<file path="config.mk">
export PLATFORM = sky130hd
export DESIGN_NAME = dut_access_master
export DESIGN_NICKNAME = d
export VERILOG_FILES = /design/src/rtl/dut_access_master.sv
export SDC_FILE = /design/constraint.sdc
export NUM_CORES = 1
export LEC_CHECK = 0
export ABC_AREA = 1
export CELL_PAD_IN_SITES_DETAIL_PLACEMENT = 0
export CELL_PAD_IN_SITES_GLOBAL_PLACEMENT = 2
export CORE_UTILIZATION = 26
export CTS_BUF_LIST = sky130_fd_sc_hd__clkbuf_8
export DETAILED_ROUTE_END_ITERATION = 7
export PLACE_DENSITY = 0.85
export SLEW_MARGIN = 10
export SYNTH_ARGS = -nofsm -noshare
export SYNTH_HDL_FRONTEND = slang
export SYNTH_SLANG_ARGS = --single-unit
</file>
<file path="constraint.sdc">
create_clock -name CLK -period 2 [get_ports CLK]
set_clock_uncertainty 0.15 [all_clocks]
set_input_delay 0.4 -clock CLK [delete_from_list [all_inputs] [get_ports CLK]]
set_output_delay 0.4 -clock CLK [all_outputs]
set_load 0.005 [all_outputs]
</file>
<file path="src/rtl/dut_access_master.sv">
// -----------------------------------------------------------------------------
// dut_access_master
//
// Bus initiator for the register-mapped OR-accelerator slave. It takes {a,b}
// operand pairs from a valid/ready stream and writes A, then B, into the slave.
// It waits for a Y result, pops it, and returns it on a valid/ready result
// stream. Before each access it polls the matching slave status bit.
//
// Slave map: rd 0 = A-not-full[0], 1 = B-not-full[0], 2 = Y-not-empty[0],
//            3 = Y data (read strobe pops Y); wr 4 = A, 5 = B.
//
// Ports
//   CLK, RST_N        clock (posedge), synchronous active-low reset
//   op_valid/op_ready operand stream handshake; op_a, op_b operands
//   res_valid/ready   result stream handshake; res_data (A|B, 0x00 on error),
//                     res_err (status poll timed out)
//   m_write_*         slave write port (address, data, strobe, ready)
//   m_read_*          slave read port (address, strobe, data, ready); the
//                     slave drives read data combinationally from the address
//   txn_count         results delivered, wraps at 2^CNT_W
//
// Parameters
//   POLL_TIMEOUT      the poll aborts after this many consecutive samples with
//                     status bit 0; 0 disables the abort. Set it above 256,
//                     because the slave produces Y only once per 256-cycle
//                     counter wrap.
//   CNT_W             width of txn_count
// -----------------------------------------------------------------------------
module dut_access_master #(
    parameter int POLL_TIMEOUT = 1023,
    parameter int CNT_W        = 16
) (
    input  logic             CLK,
    input  logic             RST_N,
    input  logic             op_valid,
    output logic             op_ready,
    input  logic [7:0]       op_a,
    input  logic [7:0]       op_b,
    output logic             res_valid,
    input  logic             res_ready,
    output logic [7:0]       res_data,
    output logic             res_err,
    output logic [2:0]       m_write_address,
    output logic [7:0]       m_write_data,
    output logic             m_write_en,
    input  logic             m_write_rdy,
    output logic [2:0]       m_read_address,
    output logic             m_read_en,
    input  logic [7:0]       m_read_data,
    input  logic             m_read_rdy,
    output logic [CNT_W-1:0] txn_count
);

    typedef enum logic [2:0] {
        IDLE, POLL_A, WR_A, POLL_B, WR_B, POLL_Y, RD_Y, RESP
    } state_t;

    localparam int PCNT_W = (POLL_TIMEOUT > 2) ? $clog2(POLL_TIMEOUT) : 1;
    localparam logic [PCNT_W-1:0] POLL_LAST =
        PCNT_W'((POLL_TIMEOUT > 0) ? POLL_TIMEOUT - 1 : 0);
    localparam bit TIMEOUT_EN = (POLL_TIMEOUT != 0);

    state_t            state;
    state_t            poll_next;
    logic [7:0]        a_q;
    logic [7:0]        b_q;
    logic [PCNT_W-1:0] poll_cnt;

    // op_ready is held low while RST_N is asserted, even in the cycle before
    // the reset edge moves the FSM back to IDLE.
    assign op_ready = RST_N && (state == IDLE);

    // Bus decode. The strobes follow the slave ready signals directly, so
    // each access produces exactly one strobe: at the edge where ready is
    // high, the FSM leaves the access state. The strobes are also gated by
    // RST_N, so no access is started in a cycle that is being reset.
    // NOTE: every output of this block gets a default first, so no path
    // leaves a value unassigned and no latch is inferred.
    always_comb begin
        m_write_address = 3'd0;
        m_write_data    = 8'h00;
        m_write_en      = 1'b0;
        m_read_address  = 3'd0;
        m_read_en       = 1'b0;
        poll_next       = IDLE;
        case (state)
            POLL_A: begin
                m_read_address = 3'd0;
                poll_next      = WR_A;
            end
            POLL_B: begin
                m_read_address = 3'd1;
                poll_next      = WR_B;
            end
            POLL_Y: begin
                m_read_address = 3'd2;
                poll_next      = RD_Y;
            end
            WR_A: begin
                m_write_address = 3'd4;
                m_write_data    = a_q;
                m_write_en      = m_write_rdy && RST_N;
            end
            WR_B: begin
                m_write_address = 3'd5;
                m_write_data    = b_q;
                m_write_en      = m_write_rdy && RST_N;
            end
            RD_Y: begin
                m_read_address = 3'd3;
                m_read_en      = m_read_rdy && RST_N;
            end
            default: ;
        endcase
    end

    // NOTE: all state is updated with non-blocking assignments, so every
    // register samples values from before the edge, whatever the statement order.
    always_ff @(posedge CLK) begin
        if (!RST_N) begin
            state     <= IDLE;
            a_q       <= 8'h00;
            b_q       <= 8'h00;
            poll_cnt  <= '0;
            res_valid <= 1'b0;
            res_data  <= 8'h00;
            res_err   <= 1'b0;
            txn_count <= '0;
        end else begin
            case (state)
                IDLE: begin
                    if (op_valid) begin
                        a_q   <= op_a;
                        b_q   <= op_b;
                        state <= POLL_A;
                    end
                end
                // Status polls only sample; they never strobe, because a
                // strobe at address 0 would dequeue A.
                POLL_A, POLL_B, POLL_Y: begin
                    if (m_read_data[0]) begin
                        poll_cnt <= '0;
                        state    <= poll_next;
                    end else if (TIMEOUT_EN && poll_cnt == POLL_LAST) begin
                        // Abort. Anything already written stays in the slave.
                        poll_cnt  <= '0;
                        res_valid <= 1'b1;
                        res_data  <= 8'h00;
                        res_err   <= 1'b1;
                        state     <= RESP;
                    end else begin
                        poll_cnt <= poll_cnt + PCNT_W'(1);
                    end
                end
                WR_A: if (m_write_rdy) state <= POLL_B;
                WR_B: if (m_write_rdy) state <= POLL_Y;
                RD_Y: begin
                    if (m_read_rdy) begin
                        res_data  <= m_read_data;
                        res_err   <= 1'b0;
                        res_valid <= 1'b1;
                        state     <= RESP;
                    end
                end
                RESP: begin
                    if (res_ready) begin
                        res_valid <= 1'b0;
                        txn_count <= txn_count + CNT_W'(1);
                        state     <= IDLE;
                    end
                end
                default: state <= IDLE;
            endcase
        end
    end

endmodule

</file>
; After elaboration in Yosys (flattened, before gate mapping)
; Cells that the tools add are included.
[word_totals]
reg_bits = 55
inputBits = 30
out_inout_bits = 43
elab_cells = 66
[op_classes]
add_sub_neg = 2
eq_ne = 16
n_mux = 27
n_reduce_logical = 13
[op_table]
columns = cell, count
row1 = 8-bit case mux with 2 select lines, 2
row2 = 8-bit 2-to-1 mux, 3
row3 = 3-bit 2-to-1 mux, 7
row4 = 10-bit 2-to-1 mux, 2
row5 = 3-bit case mux with 6 select lines, 1
row6 = "16-bit by 1-bit adder with 16-bit output, second input constant", 1
row7 = "2-bit != test, second input constant", 7
row8 = "3-bit equality test, second input constant", 4
row9 = "10-bit by 1-bit adder with 10-bit output, second input constant", 1
row10 = "10-bit equality test, second input constant", 1
row11 = 3-bit case mux with 3 select lines, 1
row12 = 1-bit 2-to-1 mux, 7
row13 = "3-bit by 2-bit equality test with 1-bit output, second input constant", 2
row14 = 2-bit case mux with 3 select lines, 1
row15 = 3-bit case mux with 2 select lines, 1
row16 = 6-bit AND reduction, 1
row17 = 5-bit AND reduction, 1
row18 = 2-bit AND reduction, 2
row19 = 4-bit AND reduction, 1
row20 = "3-bit by 1-bit equality test with 1-bit output, second input constant", 1
row21 = 1-bit logical AND, 3
row22 = 3-bit logical NOT, 1
row23 = "3-bit != test, second input constant", 1
row24 = 1-bit case mux with 3 select lines, 1
row25 = 5 further kinds, 5

; Depth between registers and ports, before layout
; Gate-level depths: netlist of the first run.
[logic_depth]
ltp_word = 4
mapped_depth = 11
mapped_depth_nobuf = 11

; Worst setup path before layout of the first run
; No wires, ideal clock.
[synth_timing]
path_type = register to output
from = register state[1]
to = output m_read_en
arrival_ns = 0.999
required_time_ns = 1.450
slack_ns = 0.451
stages_incl_launch_ff = 7
n_path_buf = 0
path_cell_list = dfxtp_1 nand2_2 nor2_1 inv_1 nor2_1 nand2_1 inv_2
[synth_between]
elab_chain_cells = 2
[synth_lines]
columns = item, line
row1 = "start, declared", 63  ; state_t state;
row2 = "start signal, assigned", 143  ; state <= poll_next;
row3 = 3-bit equality test, 86  ; case (state)
row4 = 1-bit 2-to-1 mux, 86
row5 = "end, declared", 48  ; output logic m_read_en,
; No other way between the ends.

; Worst setup path in the final report of the first run
[layout_timing]
from = register state[0]
to = output op_ready
[layout_between]
elab_chain_cells = 2
[layout_lines]
columns = item, line
row1 = 3-bit logical NOT, 71  ; assign op_ready = RST_N && (state == IDLE);
row2 = 1-bit logical AND, 71
row3 = "end, declared", 36  ; output logic op_ready,
; No other way between the ends.

==> impl_metrics.yaml, run 1 <==
clock_tree:
  htree_levels: 2
  insertion_delay_ns: 0.31
  hold_buffers: 0
  clockBufferDepth: 2
  cts_root_buf: "clkbuf_8"
  numClockSinks: 55
  numCtsBuffers: 5
  clkSlewWorstSetupHoldPaths_ns: 0.10
  cts_tree: "yes"
synth:
  syn_avg_cell_area_um2: 6.77
  netlist_instances: 395
  yosysSeqAreaShare: 0.412
  synth_area_um2: 2680
  yosysWarnings: 0
  synth.distinct_cells: 31
  synth_seq_cells: 55
drt:
  drt-pass1-iter-count: 4
  viasPerCell: 4.43
  ant_nets: 0
  dr_total_vias: 2747
  drt_wl_total_um: 7380
  drc: 0
  drt_iter0_markers: 103
  wl_per_cell_um: 11.9
finish:
  multi_input_area_um2: 1390
  n_fill_cell: 1063
  diodes: 0
  final-instance-count-excl-fill: 620
  area_delta_synth_final_pct: 42.2
  nNetsFinal: 519
  final_cell_mix: "nand2_1, clkdlybuf4s50_1, dfxtp_1"
  drive_gt1_frac: 0.158
  regArea_um2: 1110
  fin_util: 0.386
  mostFrequentLayoutCell: "nand2_1"
sta:
  min_period_ns: 1.93
  fmax_mhz: 519
  setup_viol: 0
  grt_setup_unrepaired: "false"
  layout_setup_ws_ns: 0.0749
  fin_setup_tns_ns: 0
  finalHoldViolations: 0
  slew_viol_final: 0
  post-route-period-util: 0.963
worst_setup_path:
  endpoint_kind: "output pin"
  cp_cell_sequence: "nor2_4 -> buf_4 -> nand2_1 -> nor2_1 -> dlygate4sd2_1"
  crit_arrival_ns: 1.38
  crit_fanout: 6
  crit_type: "register to output pin"
  required_ns: 1.45
  slowest_stage: "dfxtp_4"
  cp-start-kind: "register"
  slowest_delay_ns: 0.39
  reg2reg_setup_slack_ns: 0.25
die:
  io_pins: 73
  die_w_um: 103
  die_height_um: 103
  initial_utilization: 0.271
  rows: 36
  dieArea_um2: 10700
  core_um2: 9860
job:
  cap_violations: 0
placed_design:
  post-place-ws_ns: -0.392
  place.gp.congestion: 0.749
  numPortBuffers: 70
  dp.cells: 609
  hpwl_um: 5460
pwr:
  power_density_nw_per_um2: 754
  leakagePower_nw: 1.48
  irDropWorstVdd_mv: 0.358
  power_mw: 2.87
grt:
  grt-ovfl-total: 0
  grt_pass1_vias: 2614
  grt_max_degree: 33
  track_usage: 0.148
  antenna_found_initial: 0
  grt_pass1_wl_um: 12400
run_status:
  status: "complete, no violations"
worst_hold_path:
  hold_class: "register to register"
-- logic make-up (layout without fill, tap and decap cells) --
logic type | Yosys count | count (layout) | synth area share
flip-flops | 55 | 55 | 0.412
XOR/XNOR | 3 | 3 | 0.00982
AO/OA/AOI/OAI | 89 | 89 | 0.174
adder cells (fa/ha/maj) | 3 | 3 | 0.0140
other | 1 | 2 | 0.00140
AND/OR/NAND/NOR | 178 | 178 | 0.292
buffers and inverters | 66 | 157 | 0.0968
-- repair_timing --
item,CTS,global route
buffers inserted,3,1
gates resized for setup,64,8
hold endpoints to repair,0,0
setup endpoints to repair,15,12
pin swaps,0,3
-- sequential cells by signal (all words and copies together), names as in the netlist --
register	flops
res_err	1
a_q	8
res_data	8
b_q	8
state	3
res_valid	1
poll_cnt	10
txn_count	16
-- metal layers --
metal  vias to the layer above  wire [um]  track usage
met5                         -          0            0
met4                         0         64       0.0325
met2                        42       3420        0.249
met3                         5        272       0.0309
met1                      1255       3620        0.196
li1                       1445          -            -
-- stage by stage --
stage	hold WS, ns	instance area (um2)
after global routing	0.338	3800
final	0.307	3800
after detailed placement	0.295	3670
after floorplan	0.280	2680
after global placement	0.287	3670
after CTS	0.311	3810
-- worst paths after layout --
kind / depth (start not counted) / end / startpoint
worst max-delay path: 5 / op_ready / state[0]$_SDFFE_PN0P_
worst min-delay path: 2 / a_q[1]$_SDFFE_PN0P_ / a_q[1]$_SDFFE_PN0P_
worst max register to register: 9 / poll_cnt[2]$_SDFFE_PN0N_ / poll_cnt[0]$_SDFFE_PN0N_
worst min register to register: 2 / a_q[1]$_SDFFE_PN0P_ / a_q[1]$_SDFFE_PN0P_
-- critical path: cells and delay by family, from the launching register on --
kind | cells | cell delay (ns)
flip-flops | 1 | 0.39
AND/OR/NAND/NOR | 3 | 0.29
buffers and inverters | 2 | 0.40
-- where the power goes --
group | internal, mW | switching (mW) | total, mW
logic | 0.416 | 0.521 | 0.937
registers | 1.24 | 0.0807 | 1.32
clock network | 0.241 | 0.373 | 0.615
total | 1.89 | 0.975 | 2.87
-- area by class of cell --
type | instances | share of cell area
Clock inverter | 3 | 0.00427
Timing Repair Buffer | 95 | 0.224
Inverter | 54 | 0.0536
Clock buffer | 5 | 0.0181
Sequential cell | 55 | 0.292
Multi-Input combinational cell | 275 | 0.364
Tap cell | 133 | 0.0437
-- synth_stat cells --
library cell / n / share of area
dfxtp_1: 55 / 0.41
or2_1: 1 / 0.0023
nand3_1: 13 / 0.024
inv_1: 48 / 0.067
o21ai_1: 11 / 0.021
buf_4: 2 / 0.0056
nand2_1: 97 / 0.14
nor2_4: 3 / 0.013
clkbuf_1: 6 / 0.0084
nor3_1: 4 / 0.0075
o21ai_0: 26 / 0.049
nand4_1: 9 / 0.021
xnor2_1: 3 / 0.0098
nand2_4: 1 / 0.0042
o31ai_1: 1 / 0.0028
nand3_2: 1 / 0.0037
buf_1: 1 / 0.0014
o22ai_1: 9 / 0.021
clkinv_1: 1 / 0.0014
nor3b_1: 2 / 0.0056
nor2_2: 3 / 0.0070
inv_2: 5 / 0.0070
buf_2: 3 / 0.0056
or2_2: 1 / 0.0023
conb_1: 1 / 0.0014
a21boi_1: 1 / 0.0028
ha_1: 3 / 0.014
a21oi_1: 39 / 0.073
nand2_2: 5 / 0.012
nor2_1: 38 / 0.053
o21bai_1: 2 / 0.0056
Power figures use the tool's default switching activity.
==> inputs of run 2 (changes only) <==
--- a/config.mk
+++ b/config.mk
@@ -8,10 +8,12 @@
 export ABC_AREA = 1
 export CELL_PAD_IN_SITES_DETAIL_PLACEMENT = 0
 export CELL_PAD_IN_SITES_GLOBAL_PLACEMENT = 2
+export CORE_MARGIN = 3
 export CORE_UTILIZATION = 26
 export CTS_BUF_LIST = sky130_fd_sc_hd__clkbuf_8
 export DETAILED_ROUTE_END_ITERATION = 7
-export PLACE_DENSITY = 0.85
+export HOLD_SLACK_MARGIN = 0.08
+export PLACE_DENSITY = 0.8
 export SLEW_MARGIN = 10
 export SYNTH_ARGS = -nofsm -noshare
 export SYNTH_HDL_FRONTEND = slang
==> impl_metrics.yaml, run 2 (synthesis results as in run 1) <==
clock_tree:
  numClockSinks: 55
  numCtsBuffers: 5
  cts_tree: "yes"
  clkSlewWorstSetupHoldPaths_ns: 0.10
  insertion_delay_ns: 0.30
  htree_levels: 2
  cts_root_buf: "clkbuf_8"
  clockBufferDepth: 2
worst_setup_path:
  reg2reg_setup_slack_ns: 0.23
  endpoint_kind: "output pin"
  cp-start-kind: "register"
  crit_type: "register to output pin"
  startpoint: "state[1]$_SDFFE_PN0P_"
  crit_arrival_ns: 1.43
  crit_fanout: 5
  timing.rr.start: "state[1]$_SDFFE_PN0P_"
  required_ns: 1.45
pwr:
  p_clk_frac: 0.205
  power_density_nw_per_um2: 761
  leakagePower_nw: 1.51
  power_mw: 2.93
  combPwrFrac: 0.350
  p_sw_uw: 987
  p_seq_frac: 0.445
  irDropWorstVdd_mv: 0.284
  switching_share: 0.337
  p_int_mw: 1.94
drt:
  dr_wl_met2_um: 3520
  drt_iter0_markers: 73
  top_layer: "met4"
  wl_met1_um: 3830
  route.met3.wl_um: 323
  ant_nets: 0
  viasPerCell: 4.34
  drt-pass1-iter-count: 4
  drt_wl_total_um: 7690
  dr_total_vias: 2732
  drc: 0
  wl_per_cell_um: 12.2
grt:
  grt-ovfl-total: 0
  grt_pass1_vias: 2750
  grt_pass1_wl_um: 13200
  antenna_found_initial: 0
  grt_max_degree: 33
  track_usage: 0.141
placed_design:
  place.gp.congestion: 0.780
  hpwl_um: 5520
  numPortBuffers: 70
job:
  cap_violations: 0
sta:
  min_period_ns: 1.98
  grt_setup_unrepaired: "true"
  setup_viol: 0
  slew_viol_final: 0
  post-route-period-util: 0.988
  fmax_mhz: 506
  finalHoldViolations: 0
die:
  initial_utilization: 0.270
  die_w_um: 107
  core_um2: 9910
  die_height_um: 107
  rows: 36
  dieArea_um2: 11500
  io_pins: 73
finish:
  largest_register_ff_count: 16
  drive_gt1_frac: 0.169
  mostFrequentLayoutCell: "nand2_1"
  n_fill_cell: 1083
  top_register: "txn_count"
  area_delta_synth_final_pct: 43.7
  top_regs: "txn_count (16), poll_cnt (10)"
  final_cell_mix: "nand2_1, clkdlybuf4s50_1, dfxtp_1"
  fin_util: 0.388
  nNetsFinal: 528
  diodes: 0
run_status:
  status: "complete, no violations"
worst_hold_path:
  hold_class: "register to register"
  min-delay-start: "a_q[2]$_SDFFE_PN0P_"
==> run 2: cell count changes in the layout (fill, tap and decap cells not counted), moves of 3 or more <==
| cell | delta |
|---|---|
| buf_4 | +10 |
| clkbuf_2 | +6 |
| buf_2 | -5 |
| o22ai_1 | +3 |
| o22ai_2 | -3 |
==> run 2: through the flow <==
| stage | std cells | TNS [ns] | cell area (um2) | setup WS [ns] | hold WS (ns) |
|---|---|---|---|---|---|
| 6_report | 629 | 0 | 3840 | 0.0247 | 0.306 |
| 5_1_grt | 629 | -0.197 | 3840 | -0.0699 | 0.330 |
| 4_1_cts | 624 | -0.258 | 3830 | -0.179 | 0.310 |
| 3_5_place_dp | 606 | -0.972 | 3630 | -0.375 | 0.295 |
| 3_3_place_gp | 606 | -1.02 | 3630 | -0.379 | 0.291 |
| 2_1_floorplan | 396 | 0 | 2680 | 0.451 | 0.280 |
==> run 2: path summary, 6_finish.rpt <==
check,end,cells after the start
min reg2reg,a_q[2]$_SDFFE_PN0P_,2
min,a_q[2]$_SDFFE_PN0P_,2
max,m_write_data[0],6
max reg2reg,poll_cnt[2]$_SDFFE_PN0N_,9
==> run 2: final cells by class <==
type                            count  area, um2  share of cell area
Clock inverter                      3       12.5             0.00325
Timing Repair Buffer              103        891               0.232
Sequential cell                    55       1110               0.289
Multi-Input combinational cell    276       1390               0.362
Tap cell                          133        166              0.0433
Inverter                           54        204              0.0530
Clock buffer                        5       68.8              0.0179
==> run 2: metal layers <==
metal,vias up,global-route usage
met5,-,0
met4,0,0.0325
met3,3,0.0270
met2,46,0.229
met1,1215,0.194
li1,1468,-
==> run 2: power groups by stage <==
stage	clock network, mW	logic, mW	registers [mW]
2_1_floorplan	0	0.465	1.31
3_3_place_gp	0	0.864	1.31
3_5_place_dp	0	0.870	1.32
4_1_cts	0.627	0.994	1.30
5_1_grt	0.672	1.15	1.32
6_report	0.600	1.03	1.30
==> run 2: worst max-delay path, stage by stage, from the launching register on <==
cell and delay (ns):
dfxtp_4 0.38, nor2_4 0.13, nand2_4 0.08, buf_4 0.14, buf_4 0.12, o22ai_2 0.14, buf_2 0.13
==> run 2: what timing repair did <==
item | 4_1_cts | 5_1_grt
pin swaps | 2 | 4
endpoints found under the setup margin | 15 | 13
hold endpoints to repair | 0 | 0
gates cloned | 1 | 0
hold buffers | 0 | 0
setup buffers | 9 | 5
resized for setup | 49 | 17
==> inputs of run 3 (changes only) <==
--- a/config.mk
+++ b/config.mk
@@ -8,7 +8,6 @@
 export ABC_AREA = 1
 export CELL_PAD_IN_SITES_DETAIL_PLACEMENT = 0
 export CELL_PAD_IN_SITES_GLOBAL_PLACEMENT = 2
-export CORE_MARGIN = 3
 export CORE_UTILIZATION = 26
 export CTS_BUF_LIST = sky130_fd_sc_hd__clkbuf_8
 export DETAILED_ROUTE_END_ITERATION = 7
==> impl_metrics.yaml, run 3 (synthesis results as in run 1) <==
drt:
  drt_iter0_markers: 82
  drt-pass1-iter-count: 5
  dr_total_vias: 2824
  ant_nets: 0
  drc: 0
  viasPerCell: 4.51
  wl_per_cell_um: 12.0
  drt_wl_total_um: 7520
worst_setup_path:
  worstRegToRegCells: 11
  cp-start-kind: "register"
  endpoint_kind: "output pin"
  crit_type: "register to output pin"
  required_ns: 1.45
  worstReg2RegEnd: "txn_count[12]$_SDFFE_PN0P_"
  reg2reg_setup_slack_ns: 0.27
  startpoint: "state[1]$_SDFFE_PN0P_"
  crit_arrival_ns: 1.38
  timing.rr.start: "txn_count[1]$_SDFFE_PN0P_"
  crit_fanout: 5
sta:
  slew_viol_final: 0
  fmax_mhz: 519
  min_period_ns: 1.93
  post-route-period-util: 0.964
  setup_viol: 0
  fin_setup_tns_ns: 0
  layout_setup_ws_ns: 0.0729
  finalHoldViolations: 0
clock_tree:
  hold_buffers: 0
  cts_tree: "yes"
  clkSlewWorstSetupHoldPaths_ns: 0.09
  insertion_delay_ns: 0.31
  htree_levels: 2
  numCtsBuffers: 5
  numClockSinks: 55
  clockBufferDepth: 2
  cts_root_buf: "clkbuf_8"
pwr:
  combPwrFrac: 0.347
  power_density_nw_per_um2: 768
  switching_share: 0.336
  p_sw_mw: 1.00
  p_clk_frac: 0.214
  p_seq_frac: 0.439
  leakagePower_nw: 1.54
  p_int_mw: 1.98
  irDropWorstVdd_mv: 0.372
grt:
  grt_pass1_vias: 2780
  grt_pass1_wl_um: 12800
  grt-ovfl-total: 0
  grt_max_degree: 33
  track_usage: 0.155
  antenna_found_initial: 0
finish:
  top_register: "txn_count"
  n_fill_cell: 1077
  fin_area_um2: 3890
  largest_register_ff_count: 16
  drive_gt1_frac: 0.176
  mostFrequentLayoutCell: "nand2_1"
  area_delta_synth_final_pct: 45.3
  nNetsFinal: 526
  fin_util: 0.394
  diodes: 0
  final_cell_mix: "nand2_1, clkdlybuf4s50_1, dfxtp_1"
  top_regs: "txn_count (16), poll_cnt (10)"
die:
  io_pins: 73
  core_um2: 9860
  die_height_um: 103
  dieArea_um2: 10700
  rows: 36
  initial_utilization: 0.271
  die_w_um: 103
placed_design:
  hpwl_um: 5360
  post-place-ws_ns: -0.378
  place.gp.congestion: 0.766
  numPortBuffers: 70
  dpl-instance-area_um2: 3650
run_status:
  status: "complete, no violations"
worst_hold_path:
  hold_path_depth: 2
  holdPathEnd: "b_q[2]$_SDFFE_PN0P_"
  min-delay-start: "b_q[2]$_SDFFE_PN0P_"
  hold_class: "register to register"
job:
  cap_violations: 0
## run 3: cell type report
class / count / area (um2) / area share
Sequential cell: 55 / 1110 / 0.285
Clock buffer: 6 / 82.6 / 0.0212
Multi-Input combinational cell: 276 / 1420 / 0.364
Timing Repair Buffer: 101 / 905 / 0.233
Tap cell: 133 / 166 / 0.0428
Clock inverter: 1 / 5.00 / 0.00129
Inverter: 54 / 204 / 0.0525
## run 3: worst max-delay path, stage by stage, from the launching register on
cell     delay, ns
dfxtp_4       0.41
buf_6         0.11
nand2_2       0.06
nor2_4        0.09
inv_2         0.06
buf_4         0.12
o21ai_0       0.07
buf_2         0.15
## run 3: timing repair
item / CTS / global route
setup endpoints to repair: 15 / 14
resized for setup: 58 / 18
endpoints found under the hold margin: 0 / 0
pin swaps: 6 / 4
cloned: 1 / 0
setup buffers: 6 / 6
## run 3: power groups by stage
stage               Sequential (mW)  Clock [mW]  Combinational, mW
global route                   1.33       0.715               1.15
floorplan                      1.31           0              0.465
finish                         1.31       0.639               1.04
detailed placement             1.32           0              0.863
global placement               1.32           0              0.861
CTS                            1.31       0.674              0.993
## run 3: layer usage
layer / global-route usage / routed length (um) / up-vias
li1: - / - / 1462
met1: 0.205 / 3660 / 1299
met2: 0.250 / 3470 / 55
met3: 0.0323 / 291 / 8
met4: 0.0542 / 102 / 0
met5: 0 / 0 / -
## run 3: worst max path at each step
stage | depth (start not counted) | slack, ns | to
floorplan | 6 | 0.45 | m_read_en
global route | 7 | -0.02 | m_read_address[0]
CTS | 4 | -0.23 | m_write_data[0]
global placement | 4 | -0.38 | op_ready
finish | 7 | 0.07 | m_read_address[0]
detailed placement | 4 | -0.38 | op_ready
## run 3: through the flow
step           hold WS [ns]  total power, mW  std cells
2_1_floorplan         0.280             1.77        396
3_3_place_gp          0.291             2.18        608
3_5_place_dp          0.295             2.18        608
4_1_cts               0.312             2.98        622
5_1_grt               0.334             3.20        626
6_report              0.309             2.99        626
